[config.mk]
export PLATFORM = sky130hd
export DESIGN_NAME = uart_rx_cfg
export DESIGN_NICKNAME = d
export VERILOG_FILES = /design/src/rtl/uart_pkg.sv /design/src/rtl/uart_rx_fifo.sv /design/src/rtl/uart_rx_cfg.sv
export SDC_FILE = /design/constraint.sdc
export NUM_CORES = 1
export LEC_CHECK = 0
export CAP_MARGIN = 20
export CELL_PAD_IN_SITES_DETAIL_PLACEMENT = 0
export CELL_PAD_IN_SITES_GLOBAL_PLACEMENT = 1
export CORE_MARGIN = 8
export CORE_UTILIZATION = 43
export DETAILED_ROUTE_END_ITERATION = 8
export GPL_TIMING_DRIVEN = 0
export HOLD_SLACK_MARGIN = 0.06
export PLACE_DENSITY_LB_ADDON = 0.1
export SYNTH_ARGS = -nofsm -noshare
export SYNTH_HDL_FRONTEND = slang
export SYNTH_SLANG_ARGS = --single-unit
[constraint.sdc]
create_clock -name clk -period 2.3 [get_ports clk]
set_clock_uncertainty 0.2 [all_clocks]
set_input_delay 0.46 -clock clk [delete_from_list [all_inputs] [get_ports clk]]
set_output_delay 0.46 -clock clk [all_outputs]
set_load 0.05 [all_outputs]
[src/rtl/uart_pkg.sv]
// Shared types for the UART receive path: parity mode, FSM states,
// per-frame status bundle and the data-length clamp helper.
package uart_pkg;

  typedef enum logic [1:0] {
    PAR_NONE     = 2'b00,
    PAR_EVEN     = 2'b01,
    PAR_ODD      = 2'b10,
    PAR_NONE_ALT = 2'b11
  } parity_mode_t;

  typedef enum logic [2:0] {
    ST_IDLE,
    ST_START,
    ST_DATA,
    ST_PARITY,
    ST_STOP1,
    ST_STOP2,
    ST_BRK_WAIT
  } rx_state_t;

  typedef struct packed {
    logic brk;
    logic frame_err;
    logic parity_err;
  } rx_status_t;

  localparam int STATUS_W = 3;
  localparam int MIN_LEN  = 5;

  // Out-of-range lengths are pulled into 5..max_w.
  function automatic logic [3:0] clamp_len(
    input logic [3:0]  len,
    input int unsigned max_w
  );
    if (32'(len) < MIN_LEN) return 4'(MIN_LEN);
    if (32'(len) > max_w) return 4'(max_w);
    return len;
  endfunction

endpackage

[src/rtl/uart_rx_fifo.sv]
// Synchronous first-word-fall-through FIFO.
// Ports: clk, rst (sync, active high), push/din, pop, dout (head, 0 when empty), full, empty.
module uart_rx_fifo #(
  parameter int WIDTH = 12,
  parameter int DEPTH = 4
) (
  input  logic             clk,
  input  logic             rst,
  input  logic             push,
  input  logic [WIDTH-1:0] din,
  input  logic             pop,
  output logic [WIDTH-1:0] dout,
  output logic             full,
  output logic             empty
);

  localparam int AW = $clog2(DEPTH);

  logic [WIDTH-1:0] mem [DEPTH];
  logic [AW:0]      wptr;
  logic [AW:0]      rptr;
  logic             do_push;
  logic             do_pop;

  assign empty = (wptr == rptr);
  assign full  = (wptr[AW] != rptr[AW]) &&
                 (wptr[AW-1:0] == rptr[AW-1:0]);

  // A push into a full FIFO is still taken when the head leaves
  // in the same cycle.
  assign do_pop  = pop & ~empty;
  assign do_push = push & (~full | do_pop);

  always_ff @(posedge clk) begin
    if (rst) begin
      wptr <= '0;
      rptr <= '0;
    end else begin
      if (do_push) wptr <= wptr + 1'b1;
      if (do_pop)  rptr <= rptr + 1'b1;
    end
  end

  always_ff @(posedge clk) begin
    if (do_push) mem[wptr[AW-1:0]] <= din;
  end

  assign dout = empty ? '0 : mem[rptr[AW-1:0]];

endmodule

[src/rtl/uart_rx_cfg.sv]
// Configurable UART receiver: 2-FF sync, oversampled majority vote,
// frame FSM and FWFT output FIFO. Ports: rx in; data_len/parity_mode/
// two_stop config; m_data/m_status/m_valid/m_ready stream; overrun,
// clr_overrun, busy status.
module uart_rx_cfg
  import uart_pkg::*;
#(
  parameter int MAX_DATA_WIDTH = 9,
  parameter int SAMPLING_RATE  = 16,
  parameter int NUM_POLLS      = 5,
  parameter int FIFO_DEPTH     = 4
) (
  input  logic                      clk,
  input  logic                      rst,
  input  logic                      rx,
  input  logic [3:0]                data_len,
  input  logic [1:0]                parity_mode,
  input  logic                      two_stop,
  output logic [MAX_DATA_WIDTH-1:0] m_data,
  output logic [STATUS_W-1:0]       m_status,
  output logic                      m_valid,
  input  logic                      m_ready,
  output logic                      overrun,
  input  logic                      clr_overrun,
  output logic                      busy
);

  localparam int CW    = $clog2(SAMPLING_RATE);
  localparam int MID   = SAMPLING_RATE / 2 - 1;
  localparam int FIRST = MID - NUM_POLLS / 2 +
                         ((NUM_POLLS % 2 == 0) ? 1 : 0);
  localparam int LAST  = FIRST + NUM_POLLS - 1;
  localparam int DEC   = LAST + 1;
  localparam int VW    = $clog2(NUM_POLLS + 1);
  localparam int MAJ   = NUM_POLLS / 2 + 1;
  localparam int EW    = MAX_DATA_WIDTH + STATUS_W;

  logic [1:0]                sync_q;
  logic                      sync_rx;
  rx_state_t                 state;
  rx_state_t                 state_nxt;
  logic [CW-1:0]             clk_cnt;
  logic [VW-1:0]             ones;
  logic [3:0]                idx;
  logic [3:0]                len_q;
  parity_mode_t              pmode_q;
  logic                      two_stop_q;
  logic [MAX_DATA_WIDTH-1:0] data_q;
  logic                      par_bit;
  logic                      par_err;
  logic                      frame_err;

  logic                      bit_end;
  logic                      dec;
  logic                      in_win;
  logic                      vote;
  logic                      par_en;
  logic                      exp_par;
  logic                      is_brk;
  logic                      commit;
  logic                      reject;
  logic                      brk;
  rx_status_t                status_c;
  logic [MAX_DATA_WIDTH-1:0] data_c;
  logic [EW-1:0]             fifo_dout;
  logic                      fifo_full;
  logic                      fifo_empty;
  logic                      pop;

  assign sync_rx = sync_q[1];
  assign bit_end = (clk_cnt == CW'(SAMPLING_RATE - 1));
  assign dec     = (clk_cnt == CW'(DEC));
  assign in_win  = (clk_cnt >= CW'(FIRST)) &&
                   (clk_cnt <= CW'(LAST));
  assign vote    = (ones >= VW'(MAJ));
  assign par_en  = (pmode_q == PAR_EVEN) ||
                   (pmode_q == PAR_ODD);
  assign exp_par = (^data_q) ^ (pmode_q == PAR_ODD);
  // Line held low through data, parity and first stop bit.
  assign is_brk  = ~vote && (data_q == '0) &&
                   (~par_en || ~par_bit);

  always_comb begin
    state_nxt = state;
    commit    = 1'b0;
    reject    = 1'b0;
    brk       = 1'b0;
    unique case (state)
      ST_IDLE: begin
        if (!sync_rx) state_nxt = ST_START;
      end
      ST_START: begin
        if (dec && vote) begin
          state_nxt = ST_IDLE;
          reject    = 1'b1;
        end else if (bit_end) begin
          state_nxt = ST_DATA;
        end
      end
      ST_DATA: begin
        if (bit_end && (idx == len_q - 4'd1))
          state_nxt = par_en ? ST_PARITY : ST_STOP1;
      end
      ST_PARITY: begin
        if (bit_end) state_nxt = ST_STOP1;
      end
      ST_STOP1: begin
        // Commit on the decision cycle so a start edge right
        // after the stop bit is still caught.
        if (dec && is_brk) begin
          commit    = 1'b1;
          brk       = 1'b1;
          state_nxt = ST_BRK_WAIT;
        end else if (dec && !two_stop_q) begin
          commit    = 1'b1;
          state_nxt = ST_IDLE;
        end else if (bit_end) begin
          state_nxt = ST_STOP2;
        end
      end
      ST_STOP2: begin
        if (dec) begin
          commit    = 1'b1;
          state_nxt = ST_IDLE;
        end
      end
      ST_BRK_WAIT: begin
        if (sync_rx) state_nxt = ST_IDLE;
      end
      default: state_nxt = ST_IDLE;
    endcase
  end

  always_comb begin
    status_c.brk        = brk;
    status_c.frame_err  = brk | frame_err | ~vote;
    status_c.parity_err = ~brk & par_err;
    data_c              = brk ? '0 : data_q;
  end

  always_ff @(posedge clk) begin
    if (rst) begin
      sync_q     <= 2'b11;
      state      <= ST_IDLE;
      clk_cnt    <= '0;
      ones       <= '0;
      idx        <= '0;
      len_q      <= 4'(MIN_LEN);
      pmode_q    <= PAR_NONE;
      two_stop_q <= 1'b0;
      data_q     <= '0;
      par_bit    <= 1'b0;
      par_err    <= 1'b0;
      frame_err  <= 1'b0;
    end else begin
      sync_q <= {sync_q[0], rx};
      state  <= state_nxt;
      if (state == ST_IDLE) begin
        clk_cnt <= '0;
        ones    <= '0;
        if (!sync_rx) begin
          len_q      <= clamp_len(data_len, MAX_DATA_WIDTH);
          pmode_q    <= parity_mode_t'(parity_mode);
          two_stop_q <= two_stop;
          data_q     <= '0;
          idx        <= '0;
          par_bit    <= 1'b0;
          par_err    <= 1'b0;
          frame_err  <= 1'b0;
        end
      end else begin
        clk_cnt <= bit_end ? '0 : clk_cnt + 1'b1;
        ones    <= bit_end ? '0 : ones + VW'(in_win & sync_rx);
      end
      if (state == ST_DATA && dec) data_q[idx] <= vote;
      if (state == ST_DATA && bit_end) idx <= idx + 4'd1;
      if (state == ST_PARITY && dec) begin
        par_bit <= vote;
        par_err <= (vote != exp_par);
      end
      if (state == ST_STOP1 && dec) frame_err <= ~vote;
    end
  end

  assign pop     = m_valid & m_ready;
  assign m_valid = ~fifo_empty;

  always_ff @(posedge clk) begin
    if (rst) begin
      overrun <= 1'b0;
    end else if (commit && fifo_full && !pop) begin
      overrun <= 1'b1;
    end else if (clr_overrun) begin
      overrun <= 1'b0;
    end
  end

  assign busy = (state != ST_IDLE) && (state != ST_BRK_WAIT) &&
                !commit && !reject;

  uart_rx_fifo #(
    .WIDTH (EW),
    .DEPTH (FIFO_DEPTH)
  ) u_fifo (
    .clk   (clk),
    .rst   (rst),
    .push  (commit),
    .din   ({status_c, data_c}),
    .pop   (pop),
    .dout  (fifo_dout),
    .full  (fifo_full),
    .empty (fifo_empty)
  );

  assign {m_status, m_data} = fifo_dout;

endmodule

### Yosys cells after proc, flatten, opt, wreduce, memory -nomap -nowiden

Memory sizes are Yosys's and may differ from the RTL's. A register that Yosys moved wholly into a read port is not among the register bits.
Index checks and enable logic that the tools add are counted.

* add/sub/neg operators: 6
* magnitude comparators: 7
* equality and inequality tests: 26
* muxes and demuxes: 56
* bitwise logic cells: 16
* reductions and logical operators: 38

Operator list (number)
* 2-to-1 mux 9 bit: 5
* 2-to-1 mux 3 bit: 11
* 2-to-1 mux 4 bit: 7
* 2-to-1 mux 1 bit: 26
* one-hot mux 3 bit (7 select lines): 1
* logical AND 1 bit: 18
* 2-to-1 mux 12 bit: 1
* != test 2 bit, second input constant: 5
* bitwise mux 9 bit: 1
* equality test 3 bit, second input constant: 3
* logical NOT 9 bit: 1
* parity 9 bit: 1
* adder 4 x 1 -> 4 bit, second input constant: 2
* equality test 4 bit, second input constant: 2
* AND reduction 2 bit: 4
* nonzero test 2 bit: 4
* inverter 1 bit: 7
* AND reduction 7 bit: 1
* adder 3 x 1 -> 3 bit, second input constant: 2
* equality test 3 x 2 -> 1 bit, second input constant: 2
* != test 2 x 1 -> 1 bit, second input constant: 3
* != test 3 bit, second input constant: 2
* bitwise AND 1 bit: 5
* < comparator 4 x 5 -> 1 bit, second input constant: 1
* other kinds (26): 34

* flip-flop bits (word level): 42
* RAM bits: 48
* input bits: 12
* output and inout bits: 15
* word-level logic and storage cells: 165
* memories kept: 1

Memory list
* u_fifo.mem: depth 4, width 12, rd ports 1, clocked after Yosys merged registers in 1, wr ports 1, line uart_rx_fifo.sv:19 `logic [WIDTH-1:0] mem [DEPTH];`

### Logic depth before layout (Yosys ltp)

* depth after elaboration: 11
* depth in mapped cells: 10
* mapped depth without buffers: 10

### Cells and area by module

From an unflattened synthesis, not the netlist that was laid out.

* cells, all modules: 394
* area, all modules: 4448.0 um^2

Modules (own cells, without submodules)
* uart_rx_fifo: instances 1, cells an instance 129, area an instance 2302.2 um^2, sequential area each 1601.5 um^2
* uart_rx_cfg: instances 1, cells an instance 265, area an instance 2145.8 um^2, sequential area each 720.7 um^2

### Worst setup path after synthesis

OpenSTA, ideal clock, no wires.

* path type: register -> output
* start: register clk_cnt[0]
* end: output busy
* data arrival time: 2467 ps
* required time: 1640 ps
* slack: -827 ps
* stages on the path, launching flop included: 7
* path buffers: 0
* cell sequence: dfxtp_1 inv_1 ha_1 and3b_2 and2_1 a21bo_2 a221oi_1

* word-level cells in the longest chain between the ends: 8
* elaborated cells between the ends (all ways): 14
* classes of those cells: eq/ne: 1; mux: 6; reduce/logical: 7

Ends and longest elaborated chain
* start: declaration: line uart_rx_cfg.sv:42 `logic [CW-1:0] clk_cnt;`
* start signal: assignment: line uart_rx_cfg.sv:172 `clk_cnt <= bit_end ? '0 : clk_cnt + 1'b1;`
* equality test 4 bit *: line uart_rx_cfg.sv:72 `assign dec = (clk_cnt == CW'(DEC));`
* logical AND 1 bit: line uart_rx_cfg.sv:114 `end else if (dec && !two_stop_q) begin`
* 2-to-1 mux 1 bit: line uart_rx_cfg.sv:114
* 2-to-1 mux 1 bit: line uart_rx_cfg.sv:110 `if (dec && is_brk) begin`
* one-hot mux 1 bit (2 select lines): line uart_rx_cfg.sv:88 `unique case (state)`
* logical NOT 1 bit: line uart_rx_cfg.sv:199 `!commit && !reject;`
* logical AND 1 bit: line uart_rx_cfg.sv:198 `assign busy = (state != ST_IDLE) && (state != ST_BRK_WAIT) &&`
* logical AND 1 bit *: line uart_rx_cfg.sv:199
* end: declaration: line uart_rx_cfg.sv:25 `output logic busy`

Every way passes the cells marked *; elsewhere a longest branch is shown, timed or not.

### Worst setup path after layout

Same ends and word-level chain as after synthesis.

==> results.txt <==
The via density per instance is 5.20. The area share of the largest cell type after synthesis came out at 0.333. The area of the die came out at 0.0135 sq mm. The count of flip-flops with a built-in enable after synthesis is 48. The proportion of synthesized flip-flops having asynchronous set or reset is 0. The largest net degree at the start of global routing came out at 19. The static power due to leakage came out at between 2 and 2.5 nW. The cell area that synthesis handed to floorplanning was 0.00432 sq mm. The share of the Yosys chip area taken by registers is 0.537. The final instance area came out at 0.00570 sq mm.

The combinational share of power came out at 0.118. The type of element capturing the critical path is an output port. The min-delay analysis places its worst path in the category register to register. The detailed-placement wirelength estimate is 6290 um. The final non-filler cell total came out at roughly 590. At the pin with the least slew margin, the transition time is ~1.0 ns.

The arrival time at the worst endpoint came out at between 1.5 and 2 ns. The signal on the critical path passes through inv_4, ha_4, and3b_2, and2_4, a21bo_4, a221oi_4, buf_6. In this design, the largest share of critical-path delay is due to compound AO/OA/AOI/OAI gates. The time the final worst path needs with I/O delays and setup is 2.60 ns. The post-detailed-route wirelength per cell is 16.9 um. The switching portion of total power is 0.267. TritonCTS built the clock tree. STA classifies the critical path startpoint as a register. The overall die height is roughly 120 um. The initial antenna violation count came to 0. The number of buffer and inverter instances along the worst setup path is 2.

The synthesized netlist net count came out at ~420. The number of violations reported at the end of detailed-routing iteration 0 came out at 192. The max capacitance violation total is 0. VDD sags by at most approximately 0.45 mV. The total power after layout came out at 3.32 mW. The sequential fraction of design power came out at 0.529. The count of mapped cells out of synthesis is 386. During I/O placement, the number of pins put on the boundary was 27. The synthesized flop and latch total came out at 92.

After synthesis, the most frequently instantiated cells are 48 x edfxtp_1, 44 x dfxtp_1, 35 x nor2_1. Yosys mapped the design onto 49 distinct sky130hd cell types. The final-report setup violation count is 24. Measured along the x axis, the die boundary spans between 100 and 150 um.

The fill cell total of the finished layout came out at about 860. The number of antenna diodes in the final layout is 0. The highest achievable clock rate is 385 MHz.

The post-place instance area came out at 0.00479 sq mm. Ranked by total cell area, the synthesized netlist is headed by edfxtp_1 33%, dfxtp_1 20%, mux4_2 6.3%, ha_1 6.1%, nor2_1 3.0%. The clock network latency to the later pin of the worst-skew pair came out at 0.36 ns.

The count of buffers from port buffering is 25. The number of placement rows came out at 36. The global-route usage over all layers is 0.148. The number of nets still failing antenna checks after routing came out at 0. The effective utilization at floorplan came out at 0.442.

The net switching power came out at 0.886 mW. The max-slew violation total from the final report is 0. The final-layout setup total negative slack came out at -2.83 ns.

The required time at the worst-slack endpoint is 1.64 ns. The internal power consumption is around 2.4 mW. Summed over all layers, the global routing overflow is 0. Among all flip-flop cells after synthesis, the most frequent one is edfxtp_1. The total number of vias came out at between 3,000 and 4,000. The critical path's largest stage delay is approximately 0.37 ns. The setup path with the least slack is of type register to output port. Relative to the synthesized area, the layout overhead comes to 31.8%.

The checks that failed: setup timing. At the end of the flow, the number of nets in the layout was 488. The layout cell share with drive strength beyond 1 came out at 0.324. The total number of H-tree levels is 3. The count of unresolved DRC violations after routing is 0. edfxtp_1 is the most common cell in the netlist. The area inside the core boundary came out at slightly below 0.01 sq mm.

The number of clock sinks seen by CTS is 92. The first global-routing pass estimated 15,500 um of wire. The number of clock buffers added by TritonCTS is 9. The multi-input gate area in the final layout is 0.00213 sq mm.

Along the worst path, the maximum fanout reaches 4. The ratio of final minimum period to clock period came out at 1.13. For this design, the slowest cell found on the critical path is dfxtp_4. Setup repair after global routing could not meet its margin everywhere.

The sum of routed wire length over all layers is ~10,000 um. The number of global-route vias before repair is 3,065. The synthesized area divided by synthesized cell count came out at 11.2 sq um. Across the whole layout, storage elements account for 0.00234 sq mm. The final hold violation count came out at 0. At the end of routability-driven placement, the weighted congestion stood at 0.800. Power spread over the standard cell area amounts to around 580 mW/mm^2. In this run the tightest slew margin relative to its limit is 0.313. Summed over all instances, the cell type with the most area after synthesis is edfxtp_1. Before antenna repair, the detailed router went through 5 iterations. The number of placed instances, taps included is around 540. The clock-pin slew on the worst setup and hold paths came out at 0.10 ns. The root buffer cell chosen for the clock tree is clkbuf_8. The maximum count of clock buffers along a single path is 2. The total number of yosys warnings is 0. The flow ran to the end, but the final reports show violations. The clock share of power is 0.353. The final worst setup slack is -0.300 ns.
## flip-flops by register name, indices dropped and copies added (netlist names), named ones only
register / cells
data_q: 9
par_err: 1
idx: 4
sync_q: 2
state: 3
u_fifo.wptr: 3
overrun: 1
ones: 3
frame_err: 1
u_fifo.mem: 48
pmode_q: 2
par_bit: 1
two_stop_q: 1
u_fifo.rptr: 3
clk_cnt: 4
len_q: 4
## power by group through the flow
stage                     clock network, mW  registers [mW]  logic [mW]
after global placement                    0            1.79       0.333
final                                  1.17            1.76       0.393
after global routing                   1.26            1.76       0.433
after floorplan                           0            1.79       0.245
after detailed placement                  0            1.79       0.336
after CTS                              1.19            1.76       0.368
## layout make-up
type / instances / area share
flip-flops and latches: 92 / 0.411
multi-input cells: 257 / 0.374
repair buffers: 56 / 0.113
well taps: 133 / 0.0292
clock buffers: 9 / 0.0217
plain buffers: 15 / 0.0182
inverters: 24 / 0.0169
clock inverters: 7 / 0.0162
## layer usage
layer	vias up	track usage	share of wire
li1	1520	-	-
met1	1510	0.182	0.44
met2	46	0.255	0.51
met3	9	0.0212	0.037
met4	0	0.0570	0.011
met5	-	0	0
## placed cells by master (no fill, tap or decap), types with 8 or more instances in the layout
cell type and n:
nand4_1 9, clkdlybuf4s50_1 11, dfxtp_1 33, nor2b_4 12, clkbuf_8 9, nand2_1 19
buf_6 20, a21oi_1 25, inv_1 22, ha_1 18, nand3_1 20, o21ai_0 8
dfxtp_2 9, mux4_2 12, and3_4 8, xnor2_1 12, nor2_1 29, buf_4 13
edfxtp_1 48
## logic make-up (layout without fill, tap and decap cells)
family,count (synthesis),after routing,synth area share
XOR/XNOR,21,21,0.0425
flip-flops,92,92,0.537
buffers and inverters,40,111,0.0356
multiplexers,18,18,0.0781
AO/OA/AOI/OAI,51,51,0.0706
adder cells (fa/ha/maj),21,21,0.0608
AND/OR/NAND/NOR,143,146,0.175
## through the flow
step                      worst slack [ns]  hold WS, ns   util
final                               -0.300        0.220  0.583
after global routing                -0.373        0.233  0.583
after CTS                           -0.346        0.222  0.557
after detailed placement            -0.711        0.197  0.490
after global placement              -0.704        0.198  0.490
after floorplan                    -0.0518        0.189      -
## worst register-to-register path, cell delays in order, from the launching register on
cell and delay [ns]:
dfxtp_2 0.35, inv_1 0.06, ha_4 0.27, nor2b_2 0.05, nor4_4 0.35, a21bo_4 0.21, buf_4 0.12, buf_12 0.12
and3_4 0.26, clkbuf_16 0.17
## path summary, 6_finish.rpt
path         slack [ns]       start  depth (start not counted)               end
max               -0.30  clk_cnt[0]                          7              busy
min                0.22   sync_q[0]                          1         sync_q[1]
max reg2reg       -0.13  pmode_q[0]                          9  u_fifo.mem[3][7]
min reg2reg        0.22   sync_q[0]                          1         sync_q[1]
## timing repair
action                     4_1_cts  5_1_grt
setup buffers                   17       12
pin swaps                        5        8
gates resized for setup        157       39
gates cloned                     1        5
hold buffers                     0        0
setup endpoints to repair      107      102
Power figures use the tool's default switching activity.
